<file path="src/rtl/lzc_pkg.sv">
// Shared constants and helpers for the pipelined leading-zero counter.
// Provides count-width function and default WIDTH/GROUP values.
package lzc_pkg;

  localparam int LZC_WIDTH_DEF = 32;
  localparam int LZC_GROUP_DEF = 8;

  // Count must represent 0..width inclusive.
  function automatic int lzc_cw(input int width);
    return $clog2(width) + 1;
  endfunction

endpackage

</file>
<file path="src/rtl/lzc_group.sv">
// Combinational GROUP-bit priority encoder, MSB-first.
// Ports: d_i group bits; nz_o any bit set; lc_o leading zeros (0 if none set).
module lzc_group
  import lzc_pkg::*;
#(
  parameter int GROUP = LZC_GROUP_DEF,
  localparam int LCW = (GROUP > 1) ? $clog2(GROUP) : 1
) (
  input  logic [GROUP-1:0] d_i,
  output logic             nz_o,
  output logic [LCW-1:0]   lc_o
);

  // Scan LSB to MSB so the highest set bit is the last one to win.
  always_comb begin
    nz_o = |d_i;
    lc_o = '0;
    for (int i = 0; i < GROUP; i++) begin
      if (d_i[i]) lc_o = LCW'(GROUP - 1 - i);
    end
  end

endmodule

</file>
<file path="src/rtl/lzc_pipe.sv">
// Two-stage pipelined leading-zero counter with valid/ready and tag passthrough.
// Ports: clk, rst (async high); in_valid/in_ready/in_data/in_tag;
// out_valid/out_ready/out_count/out_zero/out_tag; out_norm with LZC_NORM_EN.
module lzc_pipe
  import lzc_pkg::*;
#(
  parameter int WIDTH = LZC_WIDTH_DEF,
  parameter int GROUP = LZC_GROUP_DEF,
  parameter int TAG_W = 4
) (
  input  logic                     clk,
  input  logic                     rst,
  input  logic                     in_valid,
  output logic                     in_ready,
  input  logic [WIDTH-1:0]         in_data,
  input  logic [TAG_W-1:0]         in_tag,
  output logic                     out_valid,
  input  logic                     out_ready,
  output logic [lzc_cw(WIDTH)-1:0] out_count,
  output logic                     out_zero,
  output logic [TAG_W-1:0]         out_tag
`ifdef LZC_NORM_EN
  ,
  output logic [WIDTH-1:0]         out_norm
`endif
);

  localparam int CW  = lzc_cw(WIDTH);
  localparam int NG  = WIDTH / GROUP;
  localparam int LCW = (GROUP > 1) ? $clog2(GROUP) : 1;

  logic             s1_valid_q;
  logic             s2_valid_q;
  logic             en1;
  logic             en2;

  logic [NG-1:0]    nz_w;
  logic [LCW-1:0]   lc_w [NG];
  logic [NG-1:0]    v_q;
  logic [LCW-1:0]   lc_q [NG];
  logic [TAG_W-1:0] tag1_q;

  logic [CW-1:0]    cnt_d;
  logic [CW-1:0]    cnt_q;
  logic             zero_d;
  logic             zero_q;
  logic [TAG_W-1:0] tag2_q;

`ifdef LZC_NORM_EN
  logic [WIDTH-1:0] data1_q;
  logic [WIDTH-1:0] norm_d;
  logic [WIDTH-1:0] norm_q;
`endif

  assign en2      = !s2_valid_q || out_ready;
  assign en1      = !s1_valid_q || en2;
  assign in_ready = en1;

  // Group 0 is the most significant group.
  for (genvar g = 0; g < NG; g++) begin : g_grp
    lzc_group #(.GROUP(GROUP)) u_grp (
      .d_i  (in_data[WIDTH-1-g*GROUP -: GROUP]),
      .nz_o (nz_w[g]),
      .lc_o (lc_w[g])
    );
  end

  // Payload loads only on real beats, so X data on bubbles never propagates.
  always_ff @(posedge clk or posedge rst) begin
    if (rst) begin
      s1_valid_q <= 1'b0;
      v_q        <= '0;
      tag1_q     <= '0;
      for (int g = 0; g < NG; g++) lc_q[g] <= '0;
`ifdef LZC_NORM_EN
      data1_q    <= '0;
`endif
    end else if (en1) begin
      s1_valid_q <= in_valid;
      if (in_valid) begin
        v_q    <= nz_w;
        tag1_q <= in_tag;
        for (int g = 0; g < NG; g++) lc_q[g] <= lc_w[g];
`ifdef LZC_NORM_EN
        data1_q <= in_data;
`endif
      end
    end
  end

  // Lowest-index nonzero group wins; scanning downward lets it overwrite.
  always_comb begin
    cnt_d  = CW'(WIDTH);
    zero_d = 1'b1;
    for (int g = NG - 1; g >= 0; g--) begin
      if (v_q[g]) begin
        cnt_d  = CW'(g * GROUP) + CW'(lc_q[g]);
        zero_d = 1'b0;
      end
    end
  end

`ifdef LZC_NORM_EN
  always_comb begin
    norm_d = '0;
    if (!zero_d) norm_d = data1_q << cnt_d;
  end
`endif

  always_ff @(posedge clk or posedge rst) begin
    if (rst) begin
      s2_valid_q <= 1'b0;
      cnt_q      <= '0;
      zero_q     <= 1'b0;
      tag2_q     <= '0;
`ifdef LZC_NORM_EN
      norm_q     <= '0;
`endif
    end else if (en2) begin
      s2_valid_q <= s1_valid_q;
      if (s1_valid_q) begin
        cnt_q  <= cnt_d;
        zero_q <= zero_d;
        tag2_q <= tag1_q;
`ifdef LZC_NORM_EN
        norm_q <= norm_d;
`endif
      end
    end
  end

  assign out_valid = s2_valid_q;
  assign out_count = cnt_q;
  assign out_zero  = zero_q;
  assign out_tag   = tag2_q;
`ifdef LZC_NORM_EN
  assign out_norm  = norm_q;
`endif

endmodule
</file>
<file path="config.mk">
export PLATFORM = sky130hd
export DESIGN_NAME = lzc_pipe
export DESIGN_NICKNAME = d
export VERILOG_FILES = /design/src/rtl/lzc_pkg.sv /design/src/rtl/lzc_group.sv /design/src/rtl/lzc_pipe.sv
export SDC_FILE = /design/constraint.sdc
export NUM_CORES = 1
export LEC_CHECK = 0
export CORE_MARGIN = 1.5
export CORE_UTILIZATION = 49
export DETAILED_ROUTE_END_ITERATION = 10
export HOLD_SLACK_MARGIN = 0.08
export PLACE_DENSITY_LB_ADDON = 0.12
export SLEW_MARGIN = 20
export SYNTH_ARGS = -nofsm -noshare
export SYNTH_HDL_FRONTEND = slang
export SYNTH_SLANG_ARGS = --single-unit
export TNS_END_PERCENT = 10
</file>
<file path="constraint.sdc">
create_clock -name clk -period 3.3 [get_ports clk]
set_input_delay 0.495 -clock clk [delete_from_list [all_inputs] [get_ports clk]]
set_output_delay 0.495 -clock clk [all_outputs]
set_load 0.05 [all_outputs]
</file>
* Word-level counts from Yosys, hierarchy flattened
Cells that the tools add are included.
Storage, ports and cells: register bits after elaboration 33, latch bits 0, RAM bits 0, memory bits (read-only) 0, input port bits 40, output and inout port bits 13, logic and storage cells 64, memories 0
Operators by class: $add $sub $neg 3, $mul 0, div/mod/pow operators 0, $lt $le $gt $ge 0, eq/ne operators 0, shift-type cells 0, mux-type cells 40, bitwise operators 0, reduce and logical (&&, ||, !) cells 10
Operators by type and width (number):
- $mux W3 | 32
- $reduce_or A8 Y1 | 4
- $mux W6 | 4
- $add A5 B3 Y6 const A | 2
- $add A4 B3 Y5 const A | 1
- $mux W1 | 4
- $reduce_and A2 Y1 | 2
- $logic_not A1 Y1 | 2
- $logic_or A1 B1 Y1 | 2

* Depth between registers and ports, before layout
Gate-level depths: netlist of the first run.
word-level depth 8, mapped depth 5, mapped depth without buffers 3

* Modules after synthesis
Synthesis of the first run repeated with hierarchy kept, for this count alone.
Unflattened totals: cell total of the unflattened synthesis 152, area total of the unflattened synthesis 1760.4 um^2
Modules (own cells, without submodules):
- lzc_pipe | times used 1, cells each 100, area an instance 1435.1 um^2, sequential area each 800.8 um^2
- lzc_group | times used 4, cells each 13, area an instance 81.3 um^2, sequential area each 0.0 um^2

* Least setup slack after synthesis of the first run
Ideal clock, no wire load.
path type reg-to-output, from register s2_valid_q, in the netlist out_valid, to output port in_ready, arrival 1.412 ns, setup slack 1.393 ns, stages on the path, launching flop included 3, path through dfrtp_1 nand3b_4 clkbuf_1
On the way: longest elaborated chain between the ends 3
Ends and longest elaborated chain:
- start, declared | RTL line lzc_pipe.sv:33 | logic s2_valid_q;
- start signal, assigned | RTL line lzc_pipe.sv:120 | s2_valid_q <= s1_valid_q;
- $logic_not A1 Y1 | RTL line lzc_pipe.sv:55 | assign en2 = !s2_valid_q || out_ready;
- $logic_or A1 B1 Y1 | RTL line lzc_pipe.sv:55
- $logic_or A1 B1 Y1 | RTL line lzc_pipe.sv:56 | assign en1 = !s1_valid_q || en2;
- end, declared | RTL line lzc_pipe.sv:14 | output logic in_ready,
No other way between the ends.

* Final worst setup path of the first run
from input port out_ready, to output port in_ready
On the way: longest elaborated chain between the ends 2
Ends and longest elaborated chain:
- start, declared | RTL line lzc_pipe.sv:18 | input logic out_ready,
- $logic_or A1 B1 Y1 | RTL line lzc_pipe.sv:55
- $logic_or A1 B1 Y1 | RTL line lzc_pipe.sv:56
No other way between the ends.

==> results of run 1 <==
==> state kept, by name, summed over array words and instances, names as in the netlist <==
| signal | count |
|---|---|
| out_valid | 1 |
| out_tag | 4 |
| s1_valid_q | 1 |
| lc_q | 12 |
| tag1_q | 4 |
| out_count | 6 |
| v_q | 4 |
==> metrics by stage <==
step	instances	total power [W]	cell area (um2)	setup slack [ns]	hold WS (ns)
finish	255	0.000982	2250	0.738	0.507
global route	255	0.00103	2250	0.694	0.530
CTS	255	0.000987	2250	0.729	0.509
detailed placement	247	0.000759	2190	0.750	0.486
global placement	247	0.000749	2190	0.758	0.470
floorplan	159	0.000637	1660	1.39	0.457
==> cells in the final DEF (no fill, tap or decap), types with 5 or more instances in the layout <==
| cell | n |
|---|---|
| clkbuf_4 | 5 |
| nor2b_1 | 6 |
| a31oi_1 | 8 |
| nand2b_1 | 11 |
| clkdlybuf4s50_1 | 52 |
| nor2_1 | 16 |
| a21oi_1 | 14 |
| mux2_2 | 13 |
| dfrtp_1 | 32 |
| nor4_1 | 6 |
| nand2_1 | 5 |
==> layer usage <==
| layer | wire [um] | share of wire (%) | global-route usage (%) |
|---|---|---|---|
| met2 | 1920 | 53 | 40.7 |
| met3 | 189 | 5.2 | 5.04 |
| met5 | 0 | 0 | 0 |
| met4 | 38 | 1.0 | 8.39 |
| met1 | 1500 | 41 | 25.3 |
==> power breakdown <==
group          total (W)  internal [W]  switching [W]
sequential      0.000462      0.000436      0.0000259
clock           0.000234      0.000105       0.000129
combinational   0.000286      0.000129       0.000158
==> kinds of logic after synthesis <==
family | after synthesis | share of synthesized area [%]
AOI/OAI and AO/OA | 42 | 17.8
buffers and inverters | 13 | 4.14
DFF | 32 | 48.2
muxes | 14 | 9.71
and+or+nand+nor | 58 | 20.2
==> worst max-delay path: cells and delay by family <==
kind | cells | cell delay, ns
buffers and inverters | 2 | 1.33
and+or+nand+nor | 1 | 0.24
==> worst paths after layout <==
kind | to | slack, ns | cells after the start
max in group asynchronous | lc_q[6]$_DFFE_PP0P_ | 2.46 | 3
setup / recovery | in_ready | 0.74 | 3
hold / removal | lc_q[10]$_DFFE_PP0P_ | 0.51 | 1
setup reg to reg | tag1_q[2]$_DFFE_PP0P_ | 1.78 | 3
hold reg to reg | lc_q[10]$_DFFE_PP0P_ | 0.51 | 1
min in group asynchronous | out_count[3]$_DFFE_PP0P_ | 0.55 | 3
==> area by class of cell <==
type,count,share of cell area [%]
repair buffers,53,23.5
flip-flops and latches,32,35.6
clock buffers,8,2.61
multi-input cells,114,35.2
inverters,4,0.667
well taps,44,2.45
==> report_table.html, run 1 <==
<table>
<tr><th>Metric</th><th>Value</th></tr>
<tr><th colspan="2">Die</th></tr>
<tr><td>Die Span Y</td><td>61.3 um</td></tr>
<tr><td>Number of core rows</td><td>20</td></tr>
<tr><td>Core area</td><td>3130 um2</td></tr>
<tr><td>Chip width</td><td>between 60 and 70 um</td></tr>
<tr><td>Initial standard-cell utilization of the core</td><td>about 53%</td></tr>
<tr><td>Area enclosed by the die boundary</td><td>3750 um2</td></tr>
<tr><td>Boundary Pins</td><td>53</td></tr>
<tr><th colspan="2">STA</th></tr>
<tr><td>RSZ-0062 raised after global routing</td><td>no</td></tr>
<tr><td>Fmax</td><td>0.390 GHz</td></tr>
<tr><td>Final count of pins violating max slew</td><td>0</td></tr>
<tr><td>Worst Skew</td><td>0.00647 ns</td></tr>
<tr><td>Final total negative setup slack</td><td>0 ns</td></tr>
<tr><td>Final worst-path cycle share</td><td>77.7%</td></tr>
<tr><td>Worst Tran Pin Value</td><td>0.536 ns</td></tr>
<tr><td>Final Setup Violations</td><td>0</td></tr>
<tr><td>Hold Vio Cnt, Final</td><td>0</td></tr>
<tr><td>Final critical path time including I/O delays and setup</td><td>2.56 ns</td></tr>
<tr><td>Slew Limit Headroom</td><td>roughly 64%</td></tr>
<tr><th colspan="2">Synthesis</th></tr>
<tr><td>Syn Area/Cell</td><td>10.5 um2</td></tr>
<tr><td>Cells taking the most area after synthesis</td><td>dfrtp_1 (48%), mux2_2 (8.8%), a21oi_1 (4.2%)</td></tr>
<tr><td>Proportion of netlist area held by the largest area contributor</td><td>48.2%</td></tr>
<tr><td>Count of distinct cell types in the synthesized netlist</td><td>33</td></tr>
<tr><td>Synth Flop Type</td><td>dfrtp_1</td></tr>
<tr><td>Synthesized Nets</td><td>199</td></tr>
<tr><td>Synth Cell Area</td><td>1660 um2</td></tr>
<tr><td>Library cell with the highest instance count after synthesis</td><td>dfrtp_1</td></tr>
<tr><td>Register area share after synthesis</td><td>48.2%</td></tr>
<tr><td>Count of synthesis-stage warnings from yosys</td><td>0</td></tr>
<tr><td>Synthesized flop and latch total</td><td>32</td></tr>
<tr><td>Share of flip-flops with an asynchronous set or reset after synthesis</td><td>100%</td></tr>
<tr><td>Most area-hungry cell type in the Yosys netlist</td><td>dfrtp_1</td></tr>
<tr><td>Most instantiated cells after synthesis</td><td>dfrtp_1 (32), nor2_1 (16), a21oi_1 (14)</td></tr>
<tr><td>Number of flops mapped to enable cells by yosys</td><td>0</td></tr>
<tr><td>Number of standard cells after synthesis</td><td>159</td></tr>
<tr><th colspan="2">Worst hold path</th></tr>
<tr><td>Launch instance of the worst min-delay path</td><td>lc_q[10]$_DFFE_PP0P_</td></tr>
<tr><td>Hold WC Path Type</td><td>register to register</td></tr>
<tr><th colspan="2">Power</th></tr>
<tr><td>Power density cells</td><td>436 nW/um2</td></tr>
<tr><td>Static leakage power</td><td>0.894 nW</td></tr>
<tr><td>IR Drop Worst-Case VDD</td><td>0.183 mV</td></tr>
<tr><th colspan="2">Status</th></tr>
<tr><td>Result of the run</td><td>finished, final reports clean</td></tr>
<tr><th colspan="2">Routing</th></tr>
<tr><td>Final routed wirelength across all metal layers</td><td>between 3000 and 4000 um</td></tr>
<tr><td>Number of iterations in the first detailed-routing pass</td><td>4</td></tr>
<tr><td>Final routed wire length divided by cell count</td><td>between 10 and 15 um</td></tr>
<tr><td>Avg Vias per Cell</td><td>5.63</td></tr>
<tr><td>Number of remaining DRC errors</td><td>0</td></tr>
<tr><td>Detailed Route Iter0 Violations</td><td>32</td></tr>
<tr><td>Antenna viol nets, final</td><td>0</td></tr>
<tr><td>Via count of the routed design</td><td>about 1,400</td></tr>
<tr><th colspan="2">Cells and area</th></tr>
<tr><td>Share of cells above drive strength 1</td><td>10.9%</td></tr>
<tr><td>Combined area of the multi-input logic cells</td><td>793 um2</td></tr>
<tr><td>Area growth from synthesis to final layout</td><td>35.4%</td></tr>
<tr><td>Share of the core filled with cells</td><td>between 70% and 80%</td></tr>
<tr><td>Filler cells</td><td>251</td></tr>
<tr><td>Nets</td><td>between 200 and 300</td></tr>
<tr><td>Area taken by flip-flops and latches</td><td>801 um2</td></tr>
<tr><td>Antenna fix cells</td><td>0</td></tr>
<tr><th colspan="2">GRT</th></tr>
<tr><td>Number of global-route vias before repair</td><td>1,458</td></tr>
<tr><td>Global-route wire length before repair</td><td>6110 um</td></tr>
<tr><td>Total global routing overflow</td><td>0</td></tr>
<tr><td>Number of antenna violations at the first check in global routing</td><td>0</td></tr>
<tr><td>Combined global-route utilization of all metal layers</td><td>22.4%</td></tr>
<tr><td>Largest net degree at the start of global routing</td><td>33</td></tr>
<tr><th colspan="2">Critical path</th></tr>
<tr><td>CP Launch Type</td><td>input pin</td></tr>
<tr><td>Critical path's largest stage delay</td><td>0.84 ns</td></tr>
<tr><td>Endpoint class of the critical path</td><td>output port</td></tr>
<tr><td>Library cell appearing most often on the critical path</td><td>clkdlybuf4s50_1</td></tr>
<tr><td>Required time of the worst setup path</td><td>around 2.8 ns</td></tr>
<tr><td>Worst endpoint data arrival time</td><td>around 2.1 ns</td></tr>
<tr><td>Master of the slowest instance on the critical path</td><td>clkdlybuf4s50_1</td></tr>
<tr><td>Cell-by-cell trace of the critical path</td><td>clkdlybuf4s50_1 &gt; nand3b_4 &gt; clkdlybuf4s50_1</td></tr>
<tr><td>Start-to-end type of the worst setup path</td><td>input pin to output port</td></tr>
<tr><td>Startpoint of the most critical register-to-register path</td><td>s1_valid_q$_DFFE_PP0N_</td></tr>
<tr><td>Timing startpoint of the critical path</td><td>out_ready</td></tr>
<tr><td>Highest fanout seen on the critical path</td><td>16</td></tr>
<tr><th colspan="2">Clock tree</th></tr>
<tr><td>Clock Root Buffer</td><td>clkbuf_4</td></tr>
<tr><td>Clock network latency to the later pin of the worst-skew pair</td><td>0.34 ns</td></tr>
<tr><td>Post-cts sizing count</td><td>0</td></tr>
<tr><td>Maximum count of clock buffers along a single path</td><td>2</td></tr>
<tr><td>Number of buffers created by CTS</td><td>5</td></tr>
<tr><td>Hold buffers post-CTS</td><td>0</td></tr>
<tr><td>Clock transition at the registers of the reported paths</td><td>0.09 ns</td></tr>
<tr><td>Number of sinks handled by clock tree synthesis</td><td>32</td></tr>
<tr><td>Post-CTS Repair Setup Buffers</td><td>0</td></tr>
<tr><td>Number of levels the H-tree was split into</td><td>2</td></tr>
<tr><td>TritonCTS clock tree</td><td>built</td></tr>
<tr><th colspan="2">Place</th></tr>
<tr><td>IO buf count</td><td>52</td></tr>
<tr><td>Global placer's final weighted congestion</td><td>0.858</td></tr>
<tr><td>Half-perimeter wire length of the detailed placement result</td><td>2800 um</td></tr>
<tr><th colspan="2">Job</th></tr>
<tr><td># Max-Cap Violations</td><td>0</td></tr>
</table>
(Power assumes the default switching activity.)
==> run 2: changes to the inputs <==
- CORE_UTILIZATION: 49 -> 46
- clock period: 3.3 -> 2.59 ns (I/O delays scaled with it)
==> run 2 against run 1 <==
Effect of this change:
- via count decreased by 0.35%
- first-iteration DRC count increased by 78%
- critical path type is now register to output port
- utilization decreased by 5.2 points
- design area increased by 0.50%
- count of clock-buffer cells in the layout decreased by 1
- critical path depth decreased by 2
- clock skew increased by 0.0053 ns
- hold slack got worse by 0.067 ns
- largest cell class unchanged
==> report_table.html, run 2 (synthesis gave the netlist of run 1 again) <==
<table>
<tr><th>Metric</th><th>Value</th></tr>
<tr><th colspan="2">Die</th></tr>
<tr><td>Boundary Pins</td><td>53 (unchanged)</td></tr>
<tr><td>Number of core rows</td><td>21 (+5.0%)</td></tr>
<tr><td>Initial standard-cell utilization of the core</td><td>49.1% (-4.1 points)</td></tr>
<tr><td>Die Span Y</td><td>63.1 um (+3.1%)</td></tr>
<tr><td>Core area</td><td>3390 um2 (+8.4%)</td></tr>
<tr><td>Chip width</td><td>63.1 um (+3.1%)</td></tr>
<tr><td>Area enclosed by the die boundary</td><td>3980 um2 (+6.2%)</td></tr>
<tr><th colspan="2">GRT</th></tr>
<tr><td>Number of antenna violations at the first check in global routing</td><td>0 (unchanged)</td></tr>
<tr><td>Largest net degree at the start of global routing</td><td>33 (unchanged)</td></tr>
<tr><td>Total global routing overflow</td><td>0 (unchanged)</td></tr>
<tr><td>Combined global-route utilization of all metal layers</td><td>20.2% (-2.2 points)</td></tr>
<tr><td>Number of global-route vias before repair</td><td>1,445 (-0.89%)</td></tr>
<tr><td>Global-route wire length before repair</td><td>6290 um (+3.0%)</td></tr>
<tr><th colspan="2">Critical path</th></tr>
<tr><td>Required time of the worst setup path</td><td>2.20 ns (-0.60 ns)</td></tr>
<tr><td>Highest fanout seen on the critical path</td><td>3 (-13)</td></tr>
<tr><td>Kind of cell with the highest combined delay on the critical path</td><td>buffers and inverters</td></tr>
<tr><td>Startpoint of the most critical register-to-register path</td><td>s1_valid_q$_DFFE_PP0N_</td></tr>
<tr><td>Endpoint class of the critical path</td><td>output port</td></tr>
<tr><td>Path depth of the worst reg2reg path</td><td>3 (unchanged)</td></tr>
<tr><td>Reg-to-Reg End</td><td>lc_q[2]$_DFFE_PP0P_</td></tr>
<tr><td>R2R Setup Slk</td><td>1.11 ns (-0.67 ns)</td></tr>
<tr><td>Buffers and inverters on the worst path</td><td>1 (-1)</td></tr>
<tr><td>Critical path's largest stage delay</td><td>0.83 ns (about the same)</td></tr>
<tr><td>Master of the slowest instance on the critical path</td><td>clkdlybuf4s50_1</td></tr>
<tr><td>Cell-by-cell trace of the critical path</td><td>clkdlybuf4s50_1</td></tr>
<tr><td>Start-to-end type of the worst setup path</td><td>register to output port</td></tr>
<tr><td>Worst endpoint data arrival time</td><td>1.58 ns (-0.49 ns)</td></tr>
<tr><td>CP Launch Type</td><td>register</td></tr>
<tr><th colspan="2">Power</th></tr>
<tr><td>Power density cells</td><td>555 nW/um2 (+27%)</td></tr>
<tr><td>Static leakage power</td><td>0.898 nW (+0.45%)</td></tr>
<tr><td>Logic gate share of total power</td><td>29.1% (about the same)</td></tr>
<tr><td>Power Internal</td><td>0.000853 W (+27%)</td></tr>
<tr><td>IR Drop Worst-Case VDD</td><td>0.228 mV (+25%)</td></tr>
<tr><td>Total power consumption of the routed design</td><td>0.00125 W (+28%)</td></tr>
<tr><td>Share of power burned in the clock network</td><td>23.7% (about the same)</td></tr>
<tr><td>Switching component of the power</td><td>0.000401 W (+28%)</td></tr>
<tr><td>Share of total power in sequential cells</td><td>47.2% (+0.2 points)</td></tr>
<tr><td>Switching portion of total power</td><td>32.0% (+0.18 points)</td></tr>
<tr><th colspan="2">Cells and area</th></tr>
<tr><td>Most flops, register</td><td>lc_q</td></tr>
<tr><td>Nets</td><td>251 (+0.40%)</td></tr>
<tr><td>Share of cells above drive strength 1</td><td>12.3% (+1.4 points)</td></tr>
<tr><td>Area growth from synthesis to final layout</td><td>36.0%</td></tr>
<tr><td>Leading cell type in the layout, fill and taps excluded</td><td>clkdlybuf4s50_1</td></tr>
<tr><td>Antenna fix cells</td><td>0 (unchanged)</td></tr>
<tr><td>Number of flip-flops in the largest register</td><td>12 (unchanged)</td></tr>
<tr><td>Most frequent cells in the layout</td><td>clkdlybuf4s50_1 (51), dfrtp_1 (32), nor2_1 (16)</td></tr>
<tr><th colspan="2">Clock tree</th></tr>
<tr><td>Clock Root Buffer</td><td>clkbuf_4</td></tr>
<tr><td>Number of levels the H-tree was split into</td><td>2 (unchanged)</td></tr>
<tr><td>Maximum count of clock buffers along a single path</td><td>2 (unchanged)</td></tr>
<tr><td>Number of sinks handled by clock tree synthesis</td><td>32 (unchanged)</td></tr>
<tr><td>Clock network latency to the later pin of the worst-skew pair</td><td>0.33 ns (about the same)</td></tr>
<tr><td>TritonCTS clock tree</td><td>built</td></tr>
<tr><td>Number of buffers created by CTS</td><td>5 (unchanged)</td></tr>
<tr><td>Hold buffers post-CTS</td><td>0 (unchanged)</td></tr>
<tr><td>Clock transition at the registers of the reported paths</td><td>0.10 ns (about the same)</td></tr>
<tr><td>Post-CTS Repair Setup Buffers</td><td>0 (unchanged)</td></tr>
<tr><td>Post-cts sizing count</td><td>0 (unchanged)</td></tr>
<tr><th colspan="2">STA</th></tr>
<tr><td>Worst Tran Pin Value</td><td>0.496 ns (-0.0394 ns)</td></tr>
<tr><td>Final count of pins violating max slew</td><td>0 (unchanged)</td></tr>
<tr><td>Final Setup Violations</td><td>0 (unchanged)</td></tr>
<tr><td>RSZ-0062 raised after global routing</td><td>no</td></tr>
<tr><td>Fmax</td><td>roughly 0.51 GHz</td></tr>
<tr><td>Final critical path time including I/O delays and setup</td><td>1.97 ns</td></tr>
<tr><td>Hold Vio Cnt, Final</td><td>0 (unchanged)</td></tr>
<tr><td>Slew Limit Headroom</td><td>66.8% (+2.6 points)</td></tr>
<tr><td>Final total negative setup slack</td><td>0 ns (unchanged)</td></tr>
<tr><td>Worst Skew</td><td>0.0118 ns (+0.00528 ns)</td></tr>
<tr><td>Final worst-path cycle share</td><td>76.1%</td></tr>
<tr><th colspan="2">Status</th></tr>
<tr><td>Result of the run</td><td>finished, final reports clean</td></tr>
<tr><th colspan="2">Routing</th></tr>
<tr><td>Final routed wirelength across all metal layers</td><td>3630 um (-0.38%)</td></tr>
<tr><td>Final routed wire length divided by cell count</td><td>14.1 um (-1.5%)</td></tr>
<tr><td>Number of iterations in the first detailed-routing pass</td><td>4 (unchanged)</td></tr>
<tr><td>Detailed Route Iter0 Violations</td><td>57 (+78%)</td></tr>
<tr><td>Antenna viol nets, final</td><td>0 (unchanged)</td></tr>
<tr><td>Avg Vias per Cell</td><td>5.54 (-1.5%)</td></tr>
<tr><td>Via count of the routed design</td><td>1,430 (-0.35%)</td></tr>
<tr><td>Number of remaining DRC errors</td><td>0 (unchanged)</td></tr>
<tr><th colspan="2">Place</th></tr>
<tr><td>Half-perimeter wire length of the detailed placement result</td><td>2790 um (-0.34%)</td></tr>
<tr><td>Global placer's final weighted congestion</td><td>0.888 (+3.5%)</td></tr>
<tr><td>IO buf count</td><td>52 (unchanged)</td></tr>
<tr><th colspan="2">Worst hold path</th></tr>
<tr><td>Hold WC Path Type</td><td>input pin to async pin</td></tr>
<tr><th colspan="2">Job</th></tr>
<tr><td># Max-Cap Violations</td><td>0 (unchanged)</td></tr>
</table>
[run 2: power groups by stage]
stage | clock network, W | registers [W] | logic (W)
after CTS | 0.000304 | 0.000592 | 0.000368
after detailed placement | 0 | 0.000602 | 0.000367
final | 0.000298 | 0.000592 | 0.000365
after floorplan | 0 | 0.000689 | 0.000123
after global placement | 0 | 0.000597 | 0.000359
after global routing | 0.000326 | 0.000600 | 0.000390
[run 2: worst max-delay path by stage]
stage	cells after the start	startpoint	to	slack, ns
3_5_place_dp	4	out_ready	out_tag[2]$_DFFE_PP0P_	0.64
4_1_cts	1	out_valid$_DFFE_PP0P_	out_valid	0.61
5_1_grt	1	out_valid$_DFFE_PP0P_	out_valid	0.55
3_3_place_gp	4	out_ready	out_tag[0]$_DFFE_PP0P_	0.68
2_1_floorplan	2	out_valid$_DFFE_PP0P_	in_ready	0.79
6_report	1	out_valid$_DFFE_PP0P_	out_valid	0.62
[run 2: per-layer routing]
layer / vias up / global-route usage, % / routed length, um / part of all wire, %
met2: 39 / 35.4 / 1800 / 50
met4: 0 / 7.50 / 63 / 1.7
li1: 703 / - / - / -
met3: 6 / 5.71 / 178 / 4.9
met1: 682 / 23.3 / 1590 / 44
met5: - / 0 / 0 / 0
[run 2: area by class of cell]
type | count | area, um2
well taps | 46 | 57.6
fillers | 285 | 1130
flip-flops and latches | 32 | 801
multi-input cells | 114 | 793
clock inverters | 1 | 7.51
inverters | 4 | 15.0
repair buffers | 54 | 533
clock buffers | 7 | 55.1
[run 2: metrics by stage]
stage	hold slack, ns	setup slack (ns)	cell area (um2)	utilization (%)	std cells
2_1_floorplan	0.457	0.790	1660	-	159
3_3_place_gp	0.471	0.683	2200	64.9	250
3_5_place_dp	0.484	0.642	2200	64.9	250
4_1_cts	0.445	0.607	2260	66.7	258
5_1_grt	0.488	0.551	2260	66.7	258
6_report	0.440	0.619	2260	66.7	258
